## src/rtl/i2c_codec_responder.sv

```systemverilog
// rtl/i2c_codec_responder.sv - write-only I2C codec control-port responder with 16x9 register file
module i2c_codec_responder #(
    parameter logic [6:0] DEV_ADDR = 7'h1A
) (
    input  logic       i_clk,
    input  logic       i_rst_n,
    input  logic       i_scl,
    input  logic       i_sda,
    output logic       o_sda_low,
    output logic       o_wr_valid,
    output logic [6:0] o_wr_addr,
    output logic [8:0] o_wr_data,
    input  logic [3:0] i_rd_addr,
    output logic [8:0] o_rd_data,
    output logic       o_busy,
    output logic       o_frame_err
);

    typedef enum logic [3:0] {
        S_IDLE, S_ADDR, S_ACK_A, S_BYTE1, S_ACK_1, S_BYTE2, S_ACK_2, S_WAIT_STOP, S_IGNORE
    } state_t;

    state_t     state, state_nxt;
    logic [2:0] scl_sh, sda_sh;
    logic [7:0] shreg;
    logic [2:0] bit_cnt;
    logic       byte_done;
    logic [6:0] addr_lat;
    logic       d8_lat;
    logic [8:0] regs [16];

    logic scl_s, scl_d, sda_s, sda_d;
    logic scl_rise, scl_fall, bus_start, bus_stop;
    logic sda_low_nxt, commit, latch1, err, in_frame, shifting;

    // [1] is the synchronized value, [2] the previous one for edge detection
    assign scl_s = scl_sh[1];
    assign scl_d = scl_sh[2];
    assign sda_s = sda_sh[1];
    assign sda_d = sda_sh[2];

    assign scl_rise  = scl_s & ~scl_d;
    assign scl_fall  = ~scl_s & scl_d;
    assign bus_start = scl_s & scl_d & sda_d & ~sda_s;
    assign bus_stop  = scl_s & scl_d & ~sda_d & sda_s;

    assign in_frame = (state == S_ACK_A) || (state == S_BYTE1) ||
                      (state == S_ACK_1) || (state == S_BYTE2);
    assign shifting = (state == S_ADDR) || (state == S_BYTE1) || (state == S_BYTE2);

    assign o_rd_data = regs[i_rd_addr];

    always_comb begin
        state_nxt   = state;
        sda_low_nxt = o_sda_low;
        commit      = 1'b0;
        latch1      = 1'b0;
        err         = 1'b0;
        if (bus_stop) begin
            state_nxt   = S_IDLE;
            sda_low_nxt = 1'b0;
            err         = in_frame;
        end else if (bus_start) begin
            state_nxt   = S_ADDR;
            sda_low_nxt = 1'b0;
            err         = in_frame;
        end else if (scl_fall) begin
            case (state)
                S_ADDR: if (byte_done) begin
                    if (shreg[7:1] == DEV_ADDR && !shreg[0]) begin
                        state_nxt   = S_ACK_A;
                        sda_low_nxt = 1'b1;
                    end else begin
                        state_nxt = S_IGNORE;
                    end
                end
                S_ACK_A: begin
                    state_nxt   = S_BYTE1;
                    sda_low_nxt = 1'b0;
                end
                S_BYTE1: if (byte_done) begin
                    latch1      = 1'b1;
                    state_nxt   = S_ACK_1;
                    sda_low_nxt = 1'b1;
                end
                S_ACK_1: begin
                    state_nxt   = S_BYTE2;
                    sda_low_nxt = 1'b0;
                end
                S_BYTE2: if (byte_done) begin
                    commit      = 1'b1;
                    state_nxt   = S_ACK_2;
                    sda_low_nxt = 1'b1;
                end
                S_ACK_2: begin
                    state_nxt   = S_WAIT_STOP;
                    sda_low_nxt = 1'b0;
                end
                default: ;
            endcase
        end
    end

    always_ff @(posedge i_clk or negedge i_rst_n) begin
        if (!i_rst_n) begin
            state <= S_IDLE;
        end else begin
            state <= state_nxt;
        end
    end

    always_ff @(posedge i_clk or negedge i_rst_n) begin
        if (!i_rst_n) begin
            scl_sh      <= 3'b111;
            sda_sh      <= 3'b111;
            shreg       <= '0;
            bit_cnt     <= '0;
            byte_done   <= 1'b0;
            addr_lat    <= '0;
            d8_lat      <= 1'b0;
            o_sda_low   <= 1'b0;
            o_wr_valid  <= 1'b0;
            o_wr_addr   <= '0;
            o_wr_data   <= '0;
            o_busy      <= 1'b0;
            o_frame_err <= 1'b0;
            for (int i = 0; i < 16; i++) regs[i] <= '0;
        end else begin
            scl_sh      <= {scl_sh[1:0], i_scl};
            sda_sh      <= {sda_sh[1:0], i_sda};
            o_sda_low   <= sda_low_nxt;
            o_wr_valid  <= commit;
            o_frame_err <= err;
            if (bus_stop)       o_busy <= 1'b0;
            else if (bus_start) o_busy <= 1'b1;

            if (bus_start || bus_stop) begin
                bit_cnt   <= '0;
                byte_done <= 1'b0;
            end else if (scl_rise && shifting) begin
                shreg     <= {shreg[6:0], sda_s};
                bit_cnt   <= bit_cnt + 3'd1;
                byte_done <= (bit_cnt == 3'd7);
            end else if (scl_fall) begin
                byte_done <= 1'b0;
            end

            if (latch1) begin
                addr_lat <= shreg[7:1];
                d8_lat   <= shreg[0];
            end

            if (commit) begin
                o_wr_addr <= addr_lat;
                o_wr_data <= {d8_lat, shreg};
                // 0x0F is the codec's soft-reset register: clears the whole file
                if (addr_lat == 7'h0F) begin
                    for (int i = 0; i < 16; i++) regs[i] <= '0;
                end else if (addr_lat < 7'd16) begin
                    regs[addr_lat[3:0]] <= {d8_lat, shreg};
                end
            end
        end
    end

endmodule

```

## config.mk

```make
export PLATFORM = sky130hd
export DESIGN_NAME = i2c_codec_responder
export DESIGN_NICKNAME = d
export VERILOG_FILES = /design/src/rtl/i2c_codec_responder.sv
export SDC_FILE = /design/constraint.sdc
export NUM_CORES = 1
export LEC_CHECK = 0
export CAP_MARGIN = 40
export CORE_MARGIN = 4
export CORE_UTILIZATION = 35
export DETAILED_ROUTE_END_ITERATION = 12
export PLACE_DENSITY = 0.56
export SYNTH_ARGS = -nofsm -noshare
export SYNTH_HDL_FRONTEND = slang
export SYNTH_SLANG_ARGS = --single-unit
```

## constraint.sdc

```tcl
create_clock -name i_clk -period 2 [get_ports i_clk]
set_input_delay 0.4 -clock i_clk [delete_from_list [all_inputs] [get_ports i_clk]]
set_output_delay 0.4 -clock i_clk [all_outputs]
set_load 0.005 [all_outputs]
```

==> flow_summary.toml, run 1 <==
[routing]
post_drt_wl_per_cell_um = 21.06
drt_iter0_drc = 361
dr.pass1.iters = 6
num_vias = 6624
drc_errors = 0
wirelength_mm = 25.30
via_per_inst = 5.515
final_antenna_net_count = 0

[timing]
timing.hold.ws_ns = 0.3580
fin_skew_ns = 0.01026
fmax_mhz = 453.1
slew_violations = 0
relSlewSlack_pct = 46.09
period_share_pct = 110.3
fin_ws_ns = -0.2068
rsz0062_at_grt = "yes"
worstMarginPinSlew_ns = 0.8086
setup_viol = 60
finalSetupTns_ns = -2.107
min_period_ns = 2.207
hold_violations = 0

[synth]
syn_inst = 696
syn_area_per_cell_um2 = 12.56
synth_top_area_cell = "dfrtp_1"
synthXorXnorAreaFrac_pct = 0.3005
seq_area_frac_synth_pct = 55.61
synth_flop_cell = "dfrtp_1"
ys_warn_count = 0
synth_area_leaders = "dfrtp_1 (54%), a22o_1 (10%), mux4_2 (9.3%), nand2_1 (3.3%), mux2_2 (3.1%)"
synth.top_cell.area_share_pct = 53.81
synth_top_family_by_area = "compound AO/OA/AOI/OAI gates"
synth_area_mm2 = 0.008743
yosys.area_share.simple_pct = 12.42
syn_nets = 706
synthDistinctLibCells = 47
yosys.area_share.adder_pct = 0.2862
synth_compound_area_share_pct = 16.01
synth_seq_cells = 194
synth.area.mux_share_pct = 12.36
synth_edf_count = 0
async_flop_share_pct = 100.0

[worst_hold_path]
min_to = "scl_sh[1]"
hp-start = "scl_sh[0]"
hold_depth = 0
hp-class = "reg2reg"

[outcome]
violations = "setup timing"
outcome = "complete, but fails checks"

[global_routing]
track_usage_pct = 18.51
antenna_found_initial = 0
grt_pass1_vias = 6923
overflow = 0
grt_pass1_wl_mm = 40.42
grt_max_degree = 61

[power]
powerDensity_mw_per_mm2 = 759.9
leakagePower_nw = 5.369
ir_worst_vdd_mv = 0.7164

[setup_path]
reg2reg_to = "regs[54]"
worst_path_max_delay_cell = "mux4_2"
crit_path_start_kind = "flop"
worstPathArrival_ns = 1.81
worstSetupPathType = "reg2out"
path_buf_inv = 2
worstRegToRegCells = 9
cp.required_ns = 1.60
crit_path_end_kind = "primary output"
rrSetupSlack_ns = -0.06
rr_startpoint = "addr_lat[5]"
path_cells = "mux4_2 -> a22oi_2 -> buf_4 -> nand2_4 -> buf_6"
cp_top_family = "multiplexers"
cp_slowest_stage_delay_ns = 0.48
crit_path_max_fanout = 2

[flow_run]
cap_violations = 0

[floorplan]
rows = 57
die_w_um = 166.1
io-pin-count = 37
die_h_um = 166.1
core-area_mm2 = 0.02446
dieArea_mm2 = 0.02757
start_util_pct = 35.74

[placement]
routabilityCongestion = 0.8384
portBuffers = 36
dp_hpwl_mm = 15.90
place_inst = 1119

[layout]
regArea_mm2 = 0.004863
stdcell_count = 1201
diodes = 0
syn_to_final_growth_pct = 35.30
layout-drive-gt1-share_pct = 38.77
nFillCells = 2128
multi_input_area_mm2 = 0.003946
final_core_util_pct = 48.36
nNetsFinal = 874

[clock_network]
clk_pin_slew_ns = 0.07
cts_max_level = 4
cts_tree = "built"
insertion_delay_ns = 0.43
clk_root_buffer_cell = "clkbuf_16"
clockBufferDepth = 2
cts_num_sinks = 194
cts_buffers = 17
-- repair_timing --
action                     in CTS  in global routing
resized for setup             114                 58
cloned                          8                  8
setup buffers                  27                 13
pin swaps                      39                 27
setup endpoints to repair     108                150
hold endpoints to repair       50                  0
hold buffers                    1                  0
-- layout make-up --
class / count / share of cell area [%]
Clock buffer: 20 / 3.776
Clock inverter: 12 / 1.047
Inverter: 4 / 0.1269
Multi-Input combinational cell: 444 / 33.36
Sequential cell: 194 / 41.11
Tap cell: 324 / 3.427
Timing Repair Buffer: 203 / 17.15
-- power by group --
group / total, mW / internal, mW / switching [mW] / leakage (nW)
clock network: 3.36 / 1.79 / 1.57 / 0.279
logic: 1.49 / 0.504 / 0.988 / 2.42
registers: 4.14 / 4.06 / 0.0771 / 2.67
total: 8.99 / 6.35 / 2.64 / 5.37
-- Yosys cell counts, drive strengths merged (6+ instances only) --
library cell  count
nand2            76
dfrtp           188
nand3             9
nor2             16
nor3             15
mux2             24
nand2b           42
a22oi            18
o21ai            49
dfstp             6
mux4             36
a22o            102
nor2b            12
clkbuf           35
buf              23
-- logic make-up after synthesis --
logic type / Yosys count
xor gates and xnor gates: 3
muxes: 60
adders and majority gates: 2
AOI/OAI and AO/OA: 185
buffers and inverters: 62
and+or+nand+nor: 190
DFF: 194
-- stage by stage --
stage / cell area, um2 / total power, mW / worst slack [ns]
3_3_place_gp: 10390 / 5.565 / -0.8495
6_report: 11830 / 8.989 / -0.2068
5_1_grt: 11830 / 9.401 / -0.2760
2_1_floorplan: 8765 / 4.994 / -0.001381
3_5_place_dp: 10390 / 5.626 / -0.8636
4_1_cts: 11550 / 9.050 / -0.2714
-- state kept, by name, indices dropped and copies added, names as in the netlist --
register and flops:
regs 144, o_wr_data 9, shreg 8, addr_lat 7, o_wr_addr 7, state 4, bit_cnt 3, scl_sh 3
sda_sh 3, byte_done 1, d8_lat 1, o_busy 1, o_frame_err 1, o_sda_low 1, o_wr_valid 1
-- worst max-delay path by stage --
stage	depth (start not counted)	from	slack, ns	to
after floorplan	5	i_rd_addr[0]	-0.001	o_rd_data[5]
after CTS	9	i_rd_addr[0]	-0.27	o_rd_data[0]
after detailed placement	6	i_rd_addr[3]	-0.86	o_rd_data[6]
final	5	regs[36]	-0.21	o_rd_data[0]
after global placement	7	i_rd_addr[1]	-0.85	o_rd_data[8]
after global routing	5	regs[36]	-0.28	o_rd_data[0]
-- worst register-to-register path, delay by kind of cell, from the launching register on --
kind            cells  cell delay, ns
compound gates      2            0.30
simple gates        2            0.60
buf+inv             5            0.67
flops               1            0.38
-- metal layers --
layer	GRT usage, %	share of wire [%]	up-vias
met5	0	0	-
met4	5.129	1.9	0
met3	3.142	5.0	29
met2	30.10	49	221
met1	25.85	44	3443
li1	-	-	2931
-- layout by cell type (no fill, tap or decap), types with 15 or more instances in the layout --
| master | count |
|---|---|
| dfrtp_1 | 187 |
| buf_4 | 106 |
| mux2_2 | 24 |
| buf_6 | 34 |
| a22oi_2 | 16 |
| clkdlybuf4s50_1 | 22 |
| a22o_1 | 102 |
| nand2b_1 | 42 |
| mux4_2 | 36 |
| nand2_1 | 73 |
| nor2_1 | 15 |
| o21ai_0 | 28 |
| clkbuf_16 | 17 |
| buf_12 | 21 |
Note: power is estimated with default switching activity, not from simulation.
==> run 2, diff against run 1 <==
--- a/config.mk
+++ b/config.mk
@@ -9,7 +9,8 @@
 export CORE_MARGIN = 4
 export CORE_UTILIZATION = 35
 export DETAILED_ROUTE_END_ITERATION = 12
-export PLACE_DENSITY = 0.56
+export DONT_BUFFER_PORTS = 1
+export PLACE_DENSITY = 0.54
 export SYNTH_ARGS = -nofsm -noshare
 export SYNTH_HDL_FRONTEND = slang
 export SYNTH_SLANG_ARGS = --single-unit
==> flow_summary.toml, run 2 (same netlist as run 1, synthesis figures left out) <==
[outcome]
outcome = "complete, but fails checks"
violations = "hold timing, setup timing"

[setup_path]
reg2reg_to = "regs[68]"
crit_path_end_kind = "primary output"
worstRegToRegCells = 7
path_cells = "mux4_2 -> a22oi_2 -> nand2_2"
worstPathArrival_ns = 1.71
rrSetupSlack_ns = -0.10
crit_path_start_kind = "flop"
worst_path_max_delay_cell = "mux4_2"
critPathLaunch = "regs[44]"
rr_startpoint = "addr_lat[6]"
crit_path_max_fanout = 2
path_buf_inv = 0
worstSetupPathType = "reg2out"
cp_top_family = "multiplexers"
cp.required_ns = 1.60
cp_slowest_stage_delay_ns = 0.53

[power]
switchingPower_mw = 2.452
powerDensity_mw_per_mm2 = 843.7
seqPwrFrac_pct = 45.7
switching_share_pct = 27.02
internal_power_mw = 6.622
share_comb_of_total_power_pct = 13.7
power_frac_clock_pct = 40.7
ir_worst_vdd_mv = 0.6417
leakagePower_nw = 4.818

[layout]
stdcell_count = 1087
largest_register_ff_count = 144
largest_register = "regs"
layout_common_cells = "dfrtp_1 (188), a22o_1 (102), nand2_1 (62), buf_4 (62), nand2b_1 (42)"
nNetsFinal = 760
syn_to_final_growth_pct = 23.00
layout-drive-gt1-share_pct = 33.42
diodes = 0
top_regs = "regs x144, o_wr_data x9, shreg x8"
final_common_cell = "dfrtp_1"

[floorplan]
io-pin-count = 37
core-area_mm2 = 0.02446
start_util_pct = 35.74
die_w_um = 166.1
dieArea_mm2 = 0.02757
die_h_um = 166.1
rows = 57

[timing]
fin_skew_ns = 0.01116
period_share_pct = 105.4
relSlewSlack_pct = 48.25
min_period_ns = 2.109
fin_ws_ns = -0.1088
slew_violations = 0
rsz0062_at_grt = "yes"
fmax_mhz = 474.2
finalSetupTns_ns = -4.198
worstMarginPinSlew_ns = 0.7762
hold_violations = 194
timing.hold.ws_ns = -0.3323
setup_viol = 70

[routing]
post_drt_wl_per_cell_um = 21.82
dr.pass1.iters = 5
num_vias = 6102
wirelength_mm = 23.72
drc_errors = 0
final_antenna_net_count = 0
drt_iter0_drc = 367
via_per_inst = 5.614

[placement]
routabilityCongestion = 0.8400
place_inst = 1022
portBuffers = 0
dp_hpwl_mm = 14.25

[worst_hold_path]
hp-class = "in2async"

[clock_network]
cts_buffers = 17
clk_root_buffer_cell = "clkbuf_16"
clockBufferDepth = 2
cts_max_level = 4
insertion_delay_ns = 0.43
cts_tree = "built"
cts_num_sinks = 194
holdBufCountCts = 2
clk_pin_slew_ns = 0.07

[global_routing]
grt_max_degree = 195
overflow = 0
track_usage_pct = 16.80
grt_pass1_wl_mm = 36.74
antenna_found_initial = 0
grt_pass1_vias = 6244

[flow_run]
cap_violations = 0
==> run 2: per-layer routing <==
metal / track usage [%] / up-vias / share of wire (%)
li1: - / 2695 / -
met1: 24.03 / 3194 / 45
met2: 25.50 / 193 / 47
met3: 4.618 / 20 / 6.8
met4: 4.304 / 0 / 1.5
met5: 0 / - / 0
==> run 2: power groups by stage <==
stage | sequential, mW | clock (mW) | combinational [mW]
after detailed placement | 4.22 | 0 | 1.17
after CTS | 4.14 | 3.77 | 1.18
after global placement | 4.21 | 0 | 1.14
after global routing | 4.16 | 3.95 | 1.33
final | 4.14 | 3.69 | 1.24
after floorplan | 4.19 | 0 | 0.806
==> run 2: area by class of cell <==
cell class / count / area (um2)
Clock inverter: 11 / 176.4
Tap cell: 324 / 405.4
Timing Repair Buffer: 92 / 963.4
Fill cell: 2182 / 13710
Inverter: 4 / 15.01
Multi-Input combinational cell: 441 / 3871
Sequential cell: 194 / 4862
Clock buffer: 21 / 460.4
==> run 2: worst max-delay path by stage <==
stage | end | slack, ns | depth (start not counted)
after floorplan | o_rd_data[5] | -0.001 | 5
after global placement | regs[135] | 0.009 | 4
after detailed placement | regs[100] | -0.06 | 5
after CTS | o_rd_data[0] | -0.14 | 3
after global routing | o_rd_data[2] | -0.18 | 3
final | o_rd_data[8] | -0.11 | 3
==> run 2: timing repair <==
item | CTS | global route
gates resized for setup | 33 | 71
endpoints found under the hold margin | 196 | 194
cloned | 2 | 7
endpoints found under the setup margin | 86 | 147
pin swaps | 21 | 23
buffers inserted | 13 | 7
==> run 2: per-stage QoR <==
step / cell area (um2) / utilization, % / power, mW / worst slack (ns)
final: 10750 / 43.96 / 9.073 / -0.1088
after global routing: 10750 / 43.96 / 9.444 / -0.1793
after CTS: 10380 / 42.44 / 9.094 / -0.1432
after detailed placement: 9464 / 38.69 / 5.391 / -0.06096
after global placement: 9464 / 38.69 / 5.354 / 0.009390
after floorplan: 8765 / - / 4.994 / -0.001381
